==> config.mk <==
export PLATFORM = sky130hd
export DESIGN_NAME = flop_sched
export DESIGN_NICKNAME = d
export VERILOG_FILES = /design/src/rtl/flop_sched.sv
export SDC_FILE = /design/constraint.sdc
export NUM_CORES = 1
export LEC_CHECK = 0
export ABC_AREA = 0
export BUFFER_PORTS_ARGS = -buffer_cell sky130_fd_sc_hd__buf_2
export CORE_ASPECT_RATIO = 0.6
export CORE_MARGIN = 2
export CORE_UTILIZATION = 40
export DETAILED_ROUTE_END_ITERATION = 16
export GPL_TIMING_DRIVEN = 0
export PLACE_DENSITY = 0.72
export SLEW_MARGIN = 25
export SYNTH_ARGS = -nofsm -noshare
export SYNTH_HDL_FRONTEND = slang
export SYNTH_SLANG_ARGS = --single-unit
==> constraint.sdc <==
create_clock -name clk -period 3 [get_ports clk]
set_input_delay 0.3 -clock clk [delete_from_list [all_inputs] [get_ports clk]]
set_output_delay 0.3 -clock clk [all_outputs]
set_load 0.05 [all_outputs]
==> src/rtl/flop_sched.sv <==
// Two-port arbiter in front of a shared combinational float adder.
// A winner's operands are held on the adder for SETTLE cycles, then the sum is returned.
module flop_sched #(
  parameter int unsigned W      = 13,
  parameter int unsigned SETTLE = 1
) (
  input  logic         clk,
  input  logic         reset_n,
  input  logic         req0_valid,
  input  logic [W-1:0] req0_one,
  input  logic [W-1:0] req0_other,
  output logic         req0_ready,
  input  logic         req1_valid,
  input  logic [W-1:0] req1_one,
  input  logic [W-1:0] req1_other,
  output logic         req1_ready,
  output logic [W-1:0] add_one,
  output logic [W-1:0] add_other,
  input  logic [W-1:0] add_result,
  output logic         rsp_valid,
  output logic         rsp_id,
  output logic [W-1:0] rsp_data,
  input  logic         rsp_ready,
  output logic         busy,
  output logic [7:0]   done_cnt
);

  localparam int unsigned CNT_W = 4;

  localparam logic [1:0] ST_IDLE   = 2'd0;
  localparam logic [1:0] ST_SETTLE = 2'd1;
  localparam logic [1:0] ST_DONE   = 2'd2;

  logic [1:0]       state, stateNext;
  logic             lastGrant, lastGrantNext;
  logic [CNT_W-1:0] settleCnt, settleCntNext;
  logic [W-1:0]     addOneNext, addOtherNext, rspDataNext;
  logic             rspValidNext, rspIdNext;
  logic [7:0]       doneCntNext;
  logic             grant0, grant1;

  // Round-robin tie break: on a tie the port not granted last time wins.
  always_comb begin
    grant0 = req0_valid && (!req1_valid || lastGrant);
    grant1 = req1_valid && (!req0_valid || !lastGrant);
  end

  // Accept strobes are decoded so a requester sees ready in the grant cycle itself.
  assign req0_ready = reset_n && (state == ST_IDLE) && grant0;
  assign req1_ready = reset_n && (state == ST_IDLE) && grant1;
  assign busy       = (state != ST_IDLE);

  always_ff @(posedge clk or negedge reset_n) begin
    if (!reset_n) begin
      state     <= ST_IDLE;
      lastGrant <= 1'b1;
      settleCnt <= '0;
      add_one   <= '0;
      add_other <= '0;
      rsp_valid <= 1'b0;
      rsp_id    <= 1'b0;
      rsp_data  <= '0;
      done_cnt  <= '0;
    end else begin
      state     <= stateNext;
      lastGrant <= lastGrantNext;
      settleCnt <= settleCntNext;
      add_one   <= addOneNext;
      add_other <= addOtherNext;
      rsp_valid <= rspValidNext;
      rsp_id    <= rspIdNext;
      rsp_data  <= rspDataNext;
      done_cnt  <= doneCntNext;
    end
  end

  always_comb begin
    stateNext     = state;
    lastGrantNext = lastGrant;
    settleCntNext = settleCnt;
    addOneNext    = add_one;
    addOtherNext  = add_other;
    rspValidNext  = rsp_valid;
    rspIdNext     = rsp_id;
    rspDataNext   = rsp_data;
    doneCntNext   = done_cnt;
    case (state)
      ST_IDLE: begin
        if (grant0 || grant1) begin
          stateNext     = ST_SETTLE;
          lastGrantNext = grant1;
          addOneNext    = grant1 ? req1_one : req0_one;
          addOtherNext  = grant1 ? req1_other : req0_other;
          settleCntNext = CNT_W'(SETTLE - 1);
        end
      end
      ST_SETTLE: begin
        if (settleCnt == '0) begin
          stateNext    = ST_DONE;
          rspDataNext  = add_result;
          rspIdNext    = lastGrant;
          rspValidNext = 1'b1;
        end else begin
          settleCntNext = settleCnt - CNT_W'(1);
        end
      end
      ST_DONE: begin
        if (rsp_ready) begin
          stateNext    = ST_IDLE;
          rspValidNext = 1'b0;
          doneCntNext  = done_cnt + 8'd1;
        end
      end
      default: stateNext = ST_IDLE;
    endcase
  end

endmodule

After elaboration in Yosys (flattened, before gate mapping):

Cells that the tools add are included.

* bits in registers: 56
* latch bits: 0
* RAM bits: 0
* ROM bits: 0
* output and inout port bits: 52
* word-level logic and storage cells: 51
* memories kept: 0

* add/sub/neg operators: 2
* $mul: 0
* divide/modulo/power cells: 0
* order comparisons: 0
* eq/ne operators: 6
* shift-type cells: 0
* multiplexer cells: 12
* bitwise operators: 0
* reductions and logical operators: 22

Operator list (count)
* 13-bit 2-to-1 mux: 2
* 3-bit AND reduction: 3
* 8-bit by 1-bit adder with 8-bit output, second input constant: 1
* 4-bit 2-to-1 mux: 2
* 4-bit case mux with 2 select lines: 1
* 2-bit 2-to-1 mux: 3
* 2-bit != test, second input constant: 3
* 2-bit case mux with 3 select lines: 1
* 2-bit AND reduction: 3
* 2-bit nonzero test: 3
* 1-bit logical AND: 5
* 4-bit zero test: 1
* 4-bit by 1-bit subtractor with 4-bit output, second input constant: 1
* 1-bit zero test: 3
* 1-bit logical OR: 3
* 2-bit by 1-bit equality test with 1-bit output, second input constant: 1
* 2-bit equality test, second input constant: 1
* 2-bit zero test: 1
* 1-bit 2-to-1 mux: 2
* 2-bit by 1-bit != test with 1-bit output, second input constant: 1
* 1-bit case mux with 2 select lines: 1

Longest topological paths before layout:

* depth after elaboration: 6
* mapped depth: 6
* mapped depth without buffers: 5

Worst setup path after synthesis:

No wires, ideal clock.

* path kind: flip-flop to output port
* start: register lastGrant
* end: output req1_ready
* arrival: 1.313 ns
* data required time: 2.700 ns
* path slack: 1.387 ns
* stages on the path, launching flop included: 4
* cells stage by stage: dfstp_2 > a21boi_4 > buf_6 > and3_1

* longest elaborated chain between the ends: 4

Ends and longest elaborated chain
* start, declared: line 35 `logic lastGrant, lastGrantNext;`
* start signal, assigned: line 66 `lastGrant <= lastGrantNext;`
* 1-bit zero test: line 45 `grant1 = req1_valid && (!req0_valid || !lastGrant);`
* 1-bit logical OR: line 45
* 1-bit logical AND: line 45
* 1-bit logical AND: line 50 `assign req1_ready = reset_n && (state == ST_IDLE) && grant1;`
* end, declared: line 16 `output logic req1_ready,`

Every way passes these cells.

Final worst setup path:

Ends and elaborated chain as after synthesis.

==> flow_metrics.tcl <==
set metrics [dict create \
    status "finished, final reports clean" \
    slowest_stage "dfstp_2" \
    rsz0062_at_grt "false" \
    r2r_setup_slack_ps 1240 \
    grtUsageTotal 0.151 \
    postCtsSetupBuffers 0 \
    yosysSeqAreaShare 0.513 \
    avgRoutedWirePerCell_um 13.8 \
    die-area_um2 7530 \
    synthFlopType "dfrtp_1" \
    cts_inserted_buffers 5 \
    nNetsFinal 381 \
    final_cell_mix "buf_2, dfrtp_1, mux2_4" \
    fin_tns_setup_ps 0 \
    via_per_inst 4.77 \
    firstDrtPassIters 4 \
    ys_async_sr_fraction 1.00 \
    crit_type "flip-flop to output pin" \
    ctsHoldBuffers 0 \
    grt_pass1_vias 1883 \
    io_pins 122 \
    root_buffer "clkbuf_16" \
    htreeDepth 2 \
    die_h_um 68.0 \
    hold_violations 0 \
    die_x_um 111 \
    cp_max_fo 10 \
    grt_pass1_wl_um 8910 \
    vdd_drop_max_v 0.000700 \
    r2r_cells 6 \
    overflow 0 \
    period_needed_ps 1990 \
    ant_nets 0 \
    r2r_start "settleCnt[0]" \
    hpwl_um 4240 \
    avgSynthCellArea_um2 15.1 \
    max_freq_mhz 501 \
    whs_ps 48.6 \
    drv_slew 0 \
    synthCells 181 \
    critical_path_arrival_ps 1690 \
    core_area_um2 6650 \
    drtIter0Drc 60 \
    drive_gt1_frac 0.671 \
    synth_edf_count 0 \
    clock_skew_ps 8.17 \
    cts_tree "yes" \
    post-route-util 0.541 \
    hp-class "primary input to async pin" \
    clkSlewWorstSetupHoldPaths_ps 70 \
    clock_latency_ps 290 \
    crit_required_ps 2700 \
    clockBufferDepth 2 \
    leakage_uw 0.00184 \
    routed_wl_um 5490 \
    start_util 0.411 \
    fin_crit_sh 0.665 \
    rows 23 \
    layout_commonest_cell "buf_2" \
    area_delta_synth_final_pct 31.7 \
    post_cts_resized 0 \
    endpoint_kind "output pin" \
    ys_ff_latch 56 \
    slew_headroom 0.532 \
    grt_max_degree 59 \
    vias 1893 \
    ys_types 35 \
    netlist_area_um2 2730 \
    worst_setup_path_start_kind "flip-flop" \
    route.detailed.drc 0 \
    setup_violations 0 \
    place.gp.congestion 0.735 \
    numPortBuffers 121 \
    clkSinkCount 56 \
    synth.net_count 253 \
    path_cells "a21boi_4, buf_6, and3_1, buf_2" \
    worstMarginPinSlew_ps 702 \
    reg2reg_to "rsp_data[7]" \
    cap_violations 0 \
    antenna_found_initial 0 \
    yosysWarnings 0 \
    critical_path.max_stage_delay_ps 410 \
    n_fill_cell 569 \
    diodes 0 \
    p_per_area_nw_per_um2 1250 \
]
## synth_stat cells (2+ instances only)
cell	count	share of area
mux2_4	38	0.21
nor2_1	3	0.0041
inv_1	5	0.0069
nand3_1	3	0.0055
nor2_4	2	0.0082
nand4_1	2	0.0046
mux2_1	2	0.0082
dfrtp_1	55	0.50
and3_1	2	0.0046
ha_1	2	0.0092
mux2_2	28	0.12
nand2_1	3	0.0041
xor2_1	4	0.013
xnor2_1	4	0.013
nand2b_1	3	0.0069
buf_6	4	0.016
nor3_1	3	0.0055
## stage by stage
step	setup WS, ps	area, um^2	total power [uW]	instances
5_1_grt	919	3600	4750	397
2_1_floorplan	1390	2730	3370	181
3_5_place_dp	1230	3450	3970	389
6_report	1010	3600	4490	397
3_3_place_gp	779	3450	3890	389
4_1_cts	977	3600	4550	397
## worst max-delay path: cells and delay by family, from the launching register on
kind	cells	cell delay (ps)
and+or+nand+nor	1	160
buffers and inverters	2	490
AOI/OAI and AO/OA	1	340
DFF	1	410
## registers in the layout, summed over array words and instances (netlist names)
register	flops
add_one	13
add_other	13
done_cnt	8
lastGrant	1
rsp_data	13
rsp_id	1
rsp_valid	1
settleCnt	4
state	2
## worst max path at each step
stage | from | end | cells after the start
global placement | reset_n | req0_ready | 3
detailed placement | reset_n | req0_ready | 3
global route | lastGrant | req1_ready | 4
floorplan | lastGrant | req1_ready | 3
finish | lastGrant | req1_ready | 4
CTS | lastGrant | req1_ready | 4
## layout make-up
cell class,count,area [um^2],share of cell area
Sequential cell,56,1400,0.390
Timing Repair Buffer,121,608,0.169
Clock inverter,3,23.8,0.00661
Tap cell,87,109,0.0303
Multi-Input combinational cell,114,1250,0.349
Inverter,6,22.5,0.00626
Clock buffer,5,125,0.0348
Buffer,5,52.6,0.0146
## report_power, final
part | leakage [uW] | internal, uW | switching, uW
Sequential | 0.000671 | 1110 | 220
Combinational | 0.00110 | 908 | 1680
Clock | 0.0000660 | 311 | 262
Total | 0.00184 | 2330 | 2160
## routing by layer
layer / part of all wire / vias to the layer above / track usage
met1: 0.46 / 918 / 0.199
li1: - / 902 / -
met4: 0.0044 / 0 / 0.0328
met5: 0 / - / 0
met3: 0.058 / 2 / 0.0416
met2: 0.48 / 71 / 0.255
## cell families (layout without fill, tap and decap cells)
family | after synthesis | count (layout) | synth area share
adders and majority gates | 2 | 2 | 0.00916
xor gates and xnor gates | 8 | 8 | 0.0256
muxes | 69 | 69 | 0.336
AOI/OAI and AO/OA | 8 | 8 | 0.0266
buffers and inverters | 11 | 140 | 0.0275
and+or+nand+nor | 27 | 27 | 0.0618
DFF | 56 | 56 | 0.513
No activity file was read; power rests on OpenSTA's default activity.
